File: config.mk
export PLATFORM = sky130hd
export DESIGN_NAME = uart_rx16
export DESIGN_NICKNAME = d
export VERILOG_FILES = /design/src/rtl/uart_pkg.sv /design/src/rtl/uart_rx_fifo.sv /design/src/rtl/uart_rx16.sv
export SDC_FILE = /design/constraint.sdc
export NUM_CORES = 1
export LEC_CHECK = 0
export BUFFER_PORTS_ARGS = -buffer_cell sky130_fd_sc_hd__buf_2
export CAP_MARGIN = 0
export CORE_MARGIN = 3
export CORE_UTILIZATION = 58
export CTS_CLUSTER_DIAMETER = 40
export DETAILED_ROUTE_END_ITERATION = 10
export PLACE_DENSITY = 0.75
export SLEW_MARGIN = 15
export SYNTH_ARGS = -nofsm -noshare
export SYNTH_HDL_FRONTEND = slang
export SYNTH_HIERARCHICAL = 1
export SYNTH_SLANG_ARGS = --single-unit
File: constraint.sdc
create_clock -name clk -period 4.1 [get_ports clk]
set_clock_uncertainty 0.05 [all_clocks]
set_input_delay 0.82 -clock clk [delete_from_list [all_inputs] [get_ports clk]]
set_output_delay 0.82 -clock clk [all_outputs]
set_load 0.01 [all_outputs]
File: src/rtl/uart_pkg.sv
// Shared definitions for the 16x-oversampled 8N1 receiver and its FIFO.
package uart_pkg;

   typedef enum logic [2:0] {
      ST_IDLE  = 3'd0,
      ST_START = 3'd1,
      ST_DATA  = 3'd2,
      ST_STOP  = 3'd3,
      ST_BREAK = 3'd4
   } rx_state_t;

   localparam int         OVERSAMPLE = 16;
   localparam logic [3:0] MID_TICK   = 4'd7;
   localparam logic [3:0] LAST_TICK  = 4'd15;
   localparam int         DATA_BITS  = 8;

endpackage

File: src/rtl/uart_rx_fifo.sv
// First-word-fall-through receive FIFO; a push into a full FIFO is only
// accepted when a real pop happens on the same clk.
module uart_rx_fifo
   import uart_pkg::*;
#(
   parameter int DEPTH  = 16,
   parameter int ADDR_W = 4
) (
   input  logic                 clk,
   input  logic                 rst,
   input  logic                 wr_en,
   input  logic [DATA_BITS-1:0] wr_data,
   input  logic                 rd_en,
   output logic [DATA_BITS-1:0] rd_data,
   output logic                 wr_drop,
   output logic                 empty,
   output logic                 half_full,
   output logic                 full
);

   localparam logic [ADDR_W:0]   CNT_ZERO = {(ADDR_W+1){1'b0}};
   localparam logic [ADDR_W:0]   CNT_ONE  = {{ADDR_W{1'b0}}, 1'b1};
   localparam logic [ADDR_W:0]   CNT_FULL = (ADDR_W+1)'(DEPTH);
   localparam logic [ADDR_W:0]   CNT_HALF = (ADDR_W+1)'(DEPTH / 2);
   localparam logic [ADDR_W-1:0] PTR_ONE  = {{(ADDR_W-1){1'b0}}, 1'b1};

   logic [DATA_BITS-1:0] mem_q [DEPTH];
   logic [DATA_BITS-1:0] mem_d [DEPTH];
   logic [ADDR_W-1:0]    wr_ptr_q, wr_ptr_d;
   logic [ADDR_W-1:0]    rd_ptr_q, rd_ptr_d;
   logic [ADDR_W:0]      count_q, count_d;
   logic                 rd_ok_s;
   logic                 wr_ok_s;

   // Accept/drop decisions, pointer and occupancy updates.
   always_comb begin
      mem_d    = mem_q;
      wr_ptr_d = wr_ptr_q;
      rd_ptr_d = rd_ptr_q;
      count_d  = count_q;
      rd_ok_s  = rd_en && (count_q != CNT_ZERO);
      wr_ok_s  = wr_en && ((count_q != CNT_FULL) || rd_ok_s);
      wr_drop  = wr_en && !wr_ok_s;
      if (wr_ok_s) begin
         mem_d[wr_ptr_q] = wr_data;
         wr_ptr_d        = wr_ptr_q + PTR_ONE;
      end else begin
         wr_ptr_d = wr_ptr_q;
      end
      if (rd_ok_s) begin
         rd_ptr_d = rd_ptr_q + PTR_ONE;
      end else begin
         rd_ptr_d = rd_ptr_q;
      end
      case ({wr_ok_s, rd_ok_s})
         2'b10:   count_d = count_q + CNT_ONE;
         2'b01:   count_d = count_q - CNT_ONE;
         default: count_d = count_q;
      endcase
   end

   // Storage, pointers and count; storage is cleared so the head reads 0 after reset.
   always_ff @(posedge clk) begin
      if (rst) begin
         for (int i = 0; i < DEPTH; i++) begin
            mem_q[i] <= {DATA_BITS{1'b0}};
         end
         wr_ptr_q <= {ADDR_W{1'b0}};
         rd_ptr_q <= {ADDR_W{1'b0}};
         count_q  <= CNT_ZERO;
      end else begin
         mem_q    <= mem_d;
         wr_ptr_q <= wr_ptr_d;
         rd_ptr_q <= rd_ptr_d;
         count_q  <= count_d;
      end
   end

   assign rd_data   = mem_q[rd_ptr_q];
   assign empty     = (count_q == CNT_ZERO);
   assign full      = (count_q == CNT_FULL);
   assign half_full = (count_q >= CNT_HALF);

endmodule

File: src/rtl/uart_rx16.sv
// 8N1 serial receiver: RxD synchroniser, 16x oversampling frame FSM,
// receive FIFO and sticky framing/overrun flags.
module uart_rx16
   import uart_pkg::*;
#(
   parameter int DEPTH       = 16,
   parameter int ADDR_W      = 4,
   parameter int SYNC_STAGES = 2
) (
   input  logic       clk,
   input  logic       rst,
   input  logic       en_16_x_baud,
   input  logic       serial_in,
   input  logic       buffer_read,
   input  logic       err_clear,
   output logic [7:0] data_out,
   output logic       buffer_data_present,
   output logic       buffer_half_full,
   output logic       buffer_full,
   output logic       framing_error,
   output logic       overrun
);

   localparam logic [2:0] LAST_BIT = 3'(DATA_BITS - 1);

   logic [SYNC_STAGES-1:0] sync_q, sync_d;
   rx_state_t              state_q, state_d;
   logic [3:0]             tick_q, tick_d;
   logic [2:0]             bit_q, bit_d;
   logic [DATA_BITS-1:0]   shift_q, shift_d;
   logic                   framing_q, framing_d;
   logic                   overrun_q, overrun_d;
   logic                   rx_s;
   logic                   push_s;
   logic                   frame_err_s;
   logic                   fifo_drop_s;
   logic                   fifo_empty_s;

   assign rx_s = sync_q[SYNC_STAGES-1];

   // Frame recovery; every decision is taken on a baud strobe only.
   always_comb begin
      sync_d      = {sync_q[SYNC_STAGES-2:0], serial_in};
      state_d     = state_q;
      tick_d      = tick_q;
      bit_d       = bit_q;
      shift_d     = shift_q;
      push_s      = 1'b0;
      frame_err_s = 1'b0;
      if (en_16_x_baud) begin
         case (state_q)
            ST_IDLE: begin
               if (!rx_s) begin
                  state_d = ST_START;
                  tick_d  = 4'd0;
               end else begin
                  state_d = ST_IDLE;
               end
            end
            ST_START: begin
               if (tick_q == MID_TICK) begin
                  // Re-check the line mid start bit to reject short glitches.
                  if (!rx_s) begin
                     state_d = ST_DATA;
                     tick_d  = 4'd0;
                     bit_d   = 3'd0;
                  end else begin
                     state_d = ST_IDLE;
                  end
               end else begin
                  tick_d = tick_q + 4'd1;
               end
            end
            ST_DATA: begin
               tick_d = tick_q + 4'd1;
               if (tick_q == LAST_TICK) begin
                  shift_d = {rx_s, shift_q[DATA_BITS-1:1]};
                  if (bit_q == LAST_BIT) begin
                     state_d = ST_STOP;
                  end else begin
                     bit_d = bit_q + 3'd1;
                  end
               end else begin
                  shift_d = shift_q;
               end
            end
            ST_STOP: begin
               tick_d = tick_q + 4'd1;
               if (tick_q == LAST_TICK) begin
                  if (rx_s) begin
                     push_s  = 1'b1;
                     state_d = ST_IDLE;
                  end else begin
                     frame_err_s = 1'b1;
                     state_d     = ST_BREAK;
                  end
               end else begin
                  state_d = ST_STOP;
               end
            end
            ST_BREAK: begin
               if (rx_s) begin
                  state_d = ST_IDLE;
               end else begin
                  state_d = ST_BREAK;
               end
            end
            default: state_d = ST_IDLE;
         endcase
      end else begin
         state_d = state_q;
      end
   end

   // Sticky error flags; a new error on the clear clk keeps the flag set.
   always_comb begin
      if (frame_err_s) begin
         framing_d = 1'b1;
      end else if (err_clear) begin
         framing_d = 1'b0;
      end else begin
         framing_d = framing_q;
      end
      if (push_s && fifo_drop_s) begin
         overrun_d = 1'b1;
      end else if (err_clear) begin
         overrun_d = 1'b0;
      end else begin
         overrun_d = overrun_q;
      end
   end

   // Synchroniser, FSM and flag registers.
   always_ff @(posedge clk) begin
      if (rst) begin
         sync_q    <= {SYNC_STAGES{1'b1}};
         state_q   <= ST_IDLE;
         tick_q    <= 4'd0;
         bit_q     <= 3'd0;
         shift_q   <= {DATA_BITS{1'b0}};
         framing_q <= 1'b0;
         overrun_q <= 1'b0;
      end else begin
         sync_q    <= sync_d;
         state_q   <= state_d;
         tick_q    <= tick_d;
         bit_q     <= bit_d;
         shift_q   <= shift_d;
         framing_q <= framing_d;
         overrun_q <= overrun_d;
      end
   end

   uart_rx_fifo #(
      .DEPTH  (DEPTH),
      .ADDR_W (ADDR_W)
   ) u_fifo (
      .clk       (clk),
      .rst       (rst),
      .wr_en     (push_s),
      .wr_data   (shift_q),
      .rd_en     (buffer_read),
      .rd_data   (data_out),
      .wr_drop   (fifo_drop_s),
      .empty     (fifo_empty_s),
      .half_full (buffer_half_full),
      .full      (buffer_full)
   );

   assign buffer_data_present = !fifo_empty_s;
   assign framing_error       = framing_q;
   assign overrun             = overrun_q;

endmodule
==> results of run 1 <==
==> worst max-delay path by stage <==
stage	end	cells after the start	slack, ns
final	u_fifo/count_q[4]	12	0.81
after global routing	u_fifo/count_q[4]	12	0.62
after CTS	u_fifo/count_q[4]	12	0.83
after detailed placement	u_fifo/count_q[4]	12	0.62
after global placement	u_fifo/count_q[4]	12	0.71
after floorplan	u_fifo/count_q[4]	13	0.65
==> per-layer routing <==
metal | part of all wire | vias up | track usage
li1 | - | 2599 | -
met1 | 0.46 | 2741 | 0.344
met2 | 0.48 | 152 | 0.415
met3 | 0.047 | 24 | 0.0645
met4 | 0.020 | 0 | 0.0850
met5 | 0 | - | 0
==> worst max-delay path, delay by kind of cell, from the launching register on <==
family / cells / cell delay (ns)
AO/OA/AOI/OAI: 2 / 0.30
multiplexers: 2 / 0.56
buffers and inverters: 1 / 0.10
flip-flops: 1 / 0.34
AND/OR/NAND/NOR: 4 / 0.82
adder cells (fa/ha/maj): 3 / 1.00
==> cells by family after synthesis <==
logic type | Yosys count | synth area share
fa+ha+maj | 13 | 0.0223
mux | 148 | 0.246
compound gates | 94 | 0.0828
buf+inv | 66 | 0.0390
flops | 163 | 0.427
xor+xnor | 8 | 0.00917
simple gates | 243 | 0.174
==> cell usage in the layout, fill, tap and decap left out, types with 6 or more instances in the layout <==
cell and n:
sky130_fd_sc_hd__buf_2 17, sky130_fd_sc_hd__a21oi_1 19, sky130_fd_sc_hd__nand2_1 13, sky130_fd_sc_hd__nor2_1 99, sky130_fd_sc_hd__xor2_1 7, sky130_fd_sc_hd__nand2b_1 57, sky130_fd_sc_hd__nand3b_1 26, sky130_fd_sc_hd__mux4_2 32
sky130_fd_sc_hd__ha_1 12, sky130_fd_sc_hd__nand4b_1 6, sky130_fd_sc_hd__dfxtp_1 161, sky130_fd_sc_hd__inv_1 11, sky130_fd_sc_hd__o21ai_0 32, sky130_fd_sc_hd__and3_1 6, sky130_fd_sc_hd__clkbuf_16 17, sky130_fd_sc_hd__a22oi_1 16
sky130_fd_sc_hd__mux2i_1 115, sky130_fd_sc_hd__buf_4 10, sky130_fd_sc_hd__a21oi_2 9
==> registers in the layout, indices dropped and copies added, names as in the netlist <==
signal and cells:
u_fifo/mem_q 128, shift_q 8, u_fifo/count_q 5, tick_q 4, u_fifo/rd_ptr_q 4, u_fifo/wr_ptr_q 4
bit_q 3, state_q 3, sync_q 2, framing_error 1, overrun 1
==> layout make-up <==
class | instances | share of cell area
Multi-Input combinational cell | 506 | 0.488
Sequential cell | 163 | 0.390
Clock buffer | 21 | 0.0550
Tap cell | 172 | 0.0257
Timing Repair Buffer | 29 | 0.0239
Clock inverter | 11 | 0.0121
Inverter | 11 | 0.00493
==> stage by stage <==
stage               setup WS [ns]   util  hold slack (ns)  total power, mW
floorplan                   0.647      -            0.339             1.68
global placement            0.712  0.612            0.351             1.70
detailed placement          0.623  0.612            0.382             1.70
CTS                         0.826  0.656            0.401             3.22
global route                0.624  0.656            0.418             3.30
finish                      0.810  0.656            0.391             3.19
==> power breakdown <==
group | total, mW | switching (mW) | internal (mW)
Sequential | 1.60 | 0.00810 | 1.59
Combinational | 0.0705 | 0.0428 | 0.0277
Clock | 1.52 | 0.653 | 0.871
Total | 3.19 | 0.704 | 2.49
==> flow_summary.rst, run 1 <==
.. list-table::
   :header-rows: 1

   * - Metric
     - Value
   * - Placed cell area
     - 7810 sq um
   * - Most instantiated cells after synthesis
     - sky130_fd_sc_hd__dfxtp_1, sky130_fd_sc_hd__mux2i_1, sky130_fd_sc_hd__nor2_1
   * - Classification of the worst setup path
     - reg2reg
   * - Pins Over Slew Limit
     - 0
   * - Final min period
     - 3.29 ns
   * - Mean cell area of the mapped netlist
     - 10.4 sq um
   * - Max Freq
     - 304 MHz
   * - Global-route usage over all layers
     - 0.259
   * - Required @ worst endpoint
     - 4.37 ns
   * - Measured slew at the worst slew-check pin
     - 1.09 ns
   * - FF/Latch Area
     - 3270 sq um
   * - Port bufs
     - 18
   * - Pre-antenna DRT Iters
     - 5
   * - Top-Level Pins
     - 19
   * - Most instantiated flip-flop cell in the synthesis netlist
     - sky130_fd_sc_hd__dfxtp_1
   * - Clock sinks
     - 163
   * - Routability congestion estimate
     - 0.900
   * - Startpoint of the most critical hold path
     - sync_q[0]
   * - Peak supply drop
     - 0.000404 V
   * - Vias per cell
     - 6.04
   * - Data arrival time of the critical path
     - 3.56 ns
   * - Total Die Area
     - 14600 sq um
   * - Count of synthesis-stage warnings from yosys
     - 6
   * - Maximum fanout along the worst path
     - 7
   * - Max capacitance violation total
     - 0
   * - R2R Setup Slk
     - 0.81 ns
   * - Number of hold-repair buffers added at the cts stage
     - 0
   * - Fill count
     - 997
   * - Share of synthesized flip-flops with an asynchronous set or reset
     - 0
   * - Final setup violation count
     - 0
   * - Antenna violation net count after detailed routing
     - 0
   * - Status
     - complete, no violations
   * - Number of nets in the finished design
     - 747
   * - DRC violation count after routing
     - 0
   * - Yosys top cell area share
     - 0.427
   * - Maximum number of buffers from clock root to sink
     - 2
   * - Relative slew margins
     - 0.272
   * - Leak Pwr
     - 2.83 nW
   * - Average wire per standard cell
     - 19.7 um
   * - Pin count of the biggest net entering global routing
     - 78
   * - GR Overflow Total
     - 0
   * - Final count of hold timing violations
     - 0
   * - Vert. Die Dim
     - 121 um
   * - Die extent in x
     - 121 um
   * - Top area cells in the synthesized netlist
     - sky130_fd_sc_hd__dfxtp_1, sky130_fd_sc_hd__mux2i_1, sky130_fd_sc_hd__mux4_2
   * - Pwr dens
     - 381 nW/um^2
   * - Clock-pin slew of the registers on the worst-case setup and hold paths
     - 0.06 ns
   * - Area of the mapped netlist
     - 7640 sq um
   * - Cell Rows
     - 41
   * - Largest area contributor in the netlist
     - sky130_fd_sc_hd__dfxtp_1
   * - Seq cells post-synth
     - 163
   * - Via count of the first global-routing pass
     - 5446
   * - Number of buffers inserted to repair setup after CTS
     - 0
   * - Maximum level of the CTS H-tree
     - 4
   * - Unrepaired setup endpoints after global routing
     - no
   * - Placed instance count
     - 881
   * - Final HPWL from detailed placement
     - 11.3 mm
   * - Slowest stage delay, CP
     - 0.41 ns
   * - First-pass GRT wire length
     - 29.2 mm
   * - Type of the worst min-delay path
     - reg2reg
   * - Overall routed net length
     - 18.0 mm
   * - Critical Path Sink Type
     - flip-flop
   * - Total CTS buffers
     - 17
   * - Post-CTS sizing
     - 0
   * - Number of cells on the worst hold path
     - 1
   * - Non-filler instance count after layout
     - 913
   * - Post-synthesis net count
     - 754
   * - Summed negative setup slack over all endpoints
     - 0 ns
   * - Clock tree from TritonCTS
     - yes
   * - Cells along the critical path
     - ha_1, and3_1, and3_1, and3_1, o21ai_2, ha_1, inv_1, fa_1, nand2b_1, a21oi_1, mux2i_1, mux2_2
   * - Launching point of the worst reg2reg path
     - tick_q[0]
   * - Worst R2R Path Depth
     - 12
   * - ANT cells
     - 0
   * - Endpoint of the worst register-to-register path
     - u_fifo/count_q[4]
   * - Area of the multi-input gates
     - 4090 sq um
   * - Layout overhead on the synthesized area
     - 9.54%
   * - Post-Syn Instances
     - 735
   * - Number of distinct library cells after synthesis
     - 54
   * - Initial detailed-routing violation count
     - 580
   * - Antenna violations before repair
     - 0
   * - Hold worst-path end
     - sync_q[1]
   * - Starting density of the core
     - 0.598
   * - Vias
     - 5516
   * - Final Cell Area
     - 8370 sq um
   * - Worst-path cell with the longest stage delay
     - sky130_fd_sc_hd__fa_1
   * - Startpoint class of the critical path
     - flip-flop
   * - Seq/Total Area, Yosys
     - 0.427
   * - Number of enable flip-flop cells after synthesis
     - 0
   * - Leading cell type by number of instances after synthesis
     - sky130_fd_sc_hd__dfxtp_1
   * - Worst-skew pair later-pin latency
     - 0.43 ns
   * - Final period utilization
     - 0.803
   * - CTS root buf
     - sky130_fd_sc_hd__clkbuf_16
   * - Most prevalent standard cell on the critical path
     - sky130_fd_sc_hd__and3_1
   * - Core Box Area
     - 12800 sq um
   * - Critical path launch point
     - tick_q[0]
   * - Share of final-layout standard cells stronger than drive strength 1
     - 0.162
No activity file was read; power rests on OpenSTA's default activity.
==> inputs of run 2 (changes only) <==
--- a/config.mk
+++ b/config.mk
@@ -8,7 +8,7 @@
 export BUFFER_PORTS_ARGS = -buffer_cell sky130_fd_sc_hd__buf_2
 export CAP_MARGIN = 0
 export CORE_MARGIN = 3
-export CORE_UTILIZATION = 58
+export CORE_UTILIZATION = 56
 export CTS_CLUSTER_DIAMETER = 40
 export DETAILED_ROUTE_END_ITERATION = 10
 export PLACE_DENSITY = 0.75
==> constraint.sdc (replaced) <==
create_clock -name clk -period 2.74 [get_ports clk]
set_clock_uncertainty 0.05 [all_clocks]
set_input_delay 0.548 -clock clk [delete_from_list [all_inputs] [get_ports clk]]
set_output_delay 0.548 -clock clk [all_outputs]
set_load 0.01 [all_outputs]
==> run 2 against run 1 <==
Routed wire length rose by 0.77%. Final cell count rose by 5.0%. Register-to-register slack got worse by 0.73 ns. First-iteration DRC count fell by 15%. Design area rose by 5.3%. Utilization rose by 0.79 points. Die area rose by 3.4%. Critical path type is now reg2out. Largest power group unchanged.
==> flow_summary.rst, run 2 (synthesis gave the netlist of run 1 again) <==
.. list-table::
   :header-rows: 1

   * - Metric
     - Value
   * - Pin count of the biggest net entering global routing
     - 51 (-35%)
   * - Launching point of the worst reg2reg path
     - tick_q[1]
   * - Post-layout util
     - 0.663 (+0.00787)
   * - Top Registers
     - u_fifo/mem_q (128), shift_q (8), u_fifo/count_q (5)
   * - Relative slew margins
     - 0.479 (+0.207)
   * - Fill count
     - 1035 (+3.8%)
   * - Routability congestion estimate
     - 0.841 (-6.6%)
   * - Worst R2R Path Depth
     - 12 (unchanged)
   * - Top-Level Pins
     - 19 (unchanged)
   * - Starting density of the core
     - 0.575 (-0.0235)
   * - Cells along the critical path
     - buf_12, mux4_2, a22oi_1, nand2_1, buf_2
   * - Unrepaired setup endpoints after global routing
     - yes
   * - First-pass GRT wire length
     - 29.3 mm (+0.59%)
   * - Data arrival time of the critical path
     - 2.09 ns (-1.47 ns)
   * - Largest delay contributor family on the critical path
     - multiplexers
   * - ANT cells
     - 0 (unchanged)
   * - Pwr dens
     - 533 nW/um^2 (+40%)
   * - Max Freq
     - 372 MHz
   * - Power after layout
     - 4.70 mW (+47%)
   * - Leak Pwr
     - 3.06 nW (+8.4%)
   * - Global-route usage over all layers
     - 0.251 (-0.00745)
   * - Clock-pin slew of the registers on the worst-case setup and hold paths
     - 0.06 ns (about the same)
   * - Initial detailed-routing violation count
     - 491 (-15%)
   * - Commonest cells after routing, fill and taps aside
     - sky130_fd_sc_hd__dfxtp_1, sky130_fd_sc_hd__mux2i_1, sky130_fd_sc_hd__nor2_1, sky130_fd_sc_hd__nand2b_1, sky130_fd_sc_hd__buf_4
   * - Measured slew at the worst slew-check pin
     - 0.781 ns (-0.311 ns)
   * - DRC violation count after routing
     - 0 (unchanged)
   * - Number of hold-repair buffers added at the cts stage
     - 0 (unchanged)
   * - Die extent in x
     - 123 um (+1.7%)
   * - Port bufs
     - 18 (unchanged)
   * - Most common cell after layout, fill and taps aside
     - sky130_fd_sc_hd__dfxtp_1
   * - Peak supply drop
     - 0.000670 V (+66%)
   * - Final count of hold timing violations
     - 0 (unchanged)
   * - Average wire per standard cell
     - 18.9 um (-4.1%)
   * - Worst-path cell with the longest stage delay
     - sky130_fd_sc_hd__mux4_2
   * - Type of the worst min-delay path
     - in2reg
   * - Layout overhead on the synthesized area
     - 15.4%
   * - Clock tree from TritonCTS
     - yes
   * - Overall routed net length
     - 18.1 mm (+0.77%)
   * - Critical Path Sink Type
     - primary output
   * - Endpoint of the worst register-to-register path
     - u_fifo/count_q[4]
   * - Vias
     - 5648 (+2.4%)
   * - Final min period
     - 2.69 ns
   * - Required @ worst endpoint
     - 2.14 ns (-2.23 ns)
   * - Worst setup path endpoint
     - data_out[3]
   * - Final Cell Area
     - 8820 sq um (+5.3%)
   * - Register containing the most flip-flops in the final layout
     - u_fifo/mem_q
   * - CTS root buf
     - sky130_fd_sc_hd__clkbuf_16
   * - Clock sinks
     - 163 (unchanged)
   * - GR Overflow Total
     - 0 (unchanged)
   * - Flip-flop count of the largest register after layout
     - 128 (unchanged)
   * - Cell Rows
     - 42 (+2.4%)
   * - Core Box Area
     - 13300 sq um (+4.1%)
   * - Worst-skew pair later-pin latency
     - 0.43 ns (about the same)
   * - Number of buffer and inverter instances along the worst setup path
     - 2 (+1)
   * - Number of cells on the worst hold path
     - 2 (+1)
   * - Number of cells on the critical path
     - 5 (-7)
   * - Placed cell area
     - 8190 sq um (+4.9%)
   * - Maximum level of the CTS H-tree
     - 4 (unchanged)
   * - Final period utilization
     - 0.980
   * - Status
     - complete, no violations
   * - R2R Setup Slk
     - 0.08 ns (-0.73 ns)
   * - Pre-antenna DRT Iters
     - 5 (unchanged)
   * - Antenna violations before repair
     - 0 (unchanged)
   * - Maximum fanout along the worst path
     - 15 (+8)
   * - Share of final-layout standard cells stronger than drive strength 1
     - 0.225 (+0.0628)
   * - Total CTS buffers
     - 17 (unchanged)
   * - Total Die Area
     - 15100 sq um (+3.4%)
   * - Number of nets in the finished design
     - 790 (+5.8%)
   * - Final HPWL from detailed placement
     - 11.7 mm (+3.5%)
   * - Vert. Die Dim
     - 123 um (+1.7%)
   * - Critical path launch point
     - u_fifo/rd_ptr_q[0]
   * - Antenna violation net count after detailed routing
     - 0 (unchanged)
   * - Maximum number of buffers from clock root to sink
     - 2 (unchanged)
   * - Final setup violation count
     - 0 (unchanged)
   * - Max capacitance violation total
     - 0 (unchanged)
   * - Slowest stage delay, CP
     - 0.51 ns (+0.10 ns)
   * - Vias per cell
     - 5.89 (-2.5%)
   * - Via count of the first global-routing pass
     - 5772 (+6.0%)
   * - Pins Over Slew Limit
     - 0 (unchanged)
   * - Classification of the worst setup path
     - reg2out
   * - Startpoint class of the critical path
     - flip-flop
   * - Summed negative setup slack over all endpoints
     - 0 ns (unchanged)
[run 2: cell types whose count changed in the layout (fill, tap and decap cells not counted), sizes merged]
cell / delta
buf: +41
bufbuf: +1
inv: +1
bufinv: -1
clkinv: -1
clkbuf: +1
[run 2: final cells by class]
| type | count | area (sq um) | share of cell area |
|---|---|---|---|
| multi-input cells | 506 | 4160 | 0.472 |
| flip-flops and latches | 163 | 3280 | 0.371 |
| repair buffers | 72 | 578 | 0.0655 |
| clock buffers | 21 | 470 | 0.0533 |
| well taps | 176 | 220 | 0.0250 |
| clock inverters | 10 | 75.1 | 0.00851 |
| inverters | 11 | 41.3 | 0.00468 |
[run 2: metrics by stage]
| step | hold slack [ns] | setup slack [ns] | instances |
|---|---|---|---|
| after global placement | 0.348 | -0.0568 | 925 |
| after CTS | 0.237 | 0.0217 | 957 |
| after detailed placement | 0.359 | -0.0879 | 925 |
| after global routing | 0.253 | -0.0285 | 959 |
| final | 0.248 | 0.0541 | 959 |
| after floorplan | 0.339 | -0.195 | 735 |
[run 2: how the worst min path moves through the flow]
stage | startpoint | to | slack (ns)
after floorplan | sync_q[0] | sync_q[1] | 0.34
after global placement | sync_q[0] | sync_q[1] | 0.35
after detailed placement | sync_q[0] | sync_q[1] | 0.36
after CTS | serial_in | sync_q[0] | 0.24
after global routing | serial_in | sync_q[0] | 0.25
final | serial_in | sync_q[0] | 0.25
[run 2: timing repair]
action,4_1_cts,5_1_grt
gates resized for setup,2,5
buffers inserted,0,1
endpoints found under the hold margin,0,0
gates cloned,1,1
pin swaps,0,3
endpoints found under the setup margin,3,7
[run 2: power by group]
group / internal (mW) / leakage [nW] / total, mW / switching (mW)
registers: 2.37 / 1.32 / 2.38 / 0.00467
logic: 0.0480 / 1.48 / 0.124 / 0.0765
clock network: 1.23 / 0.270 / 2.20 / 0.964
total: 3.66 / 3.06 / 4.70 / 1.05
[run 2: routing by layer]
metal / vias to the layer above / part of all wire / GRT usage
met3: 31 / 0.038 / 0.0521
li1: 2687 / - / -
met2: 131 / 0.51 / 0.427
met4: 0 / 0.017 / 0.0847
met5: - / 0 / 0
met1: 2799 / 0.43 / 0.318
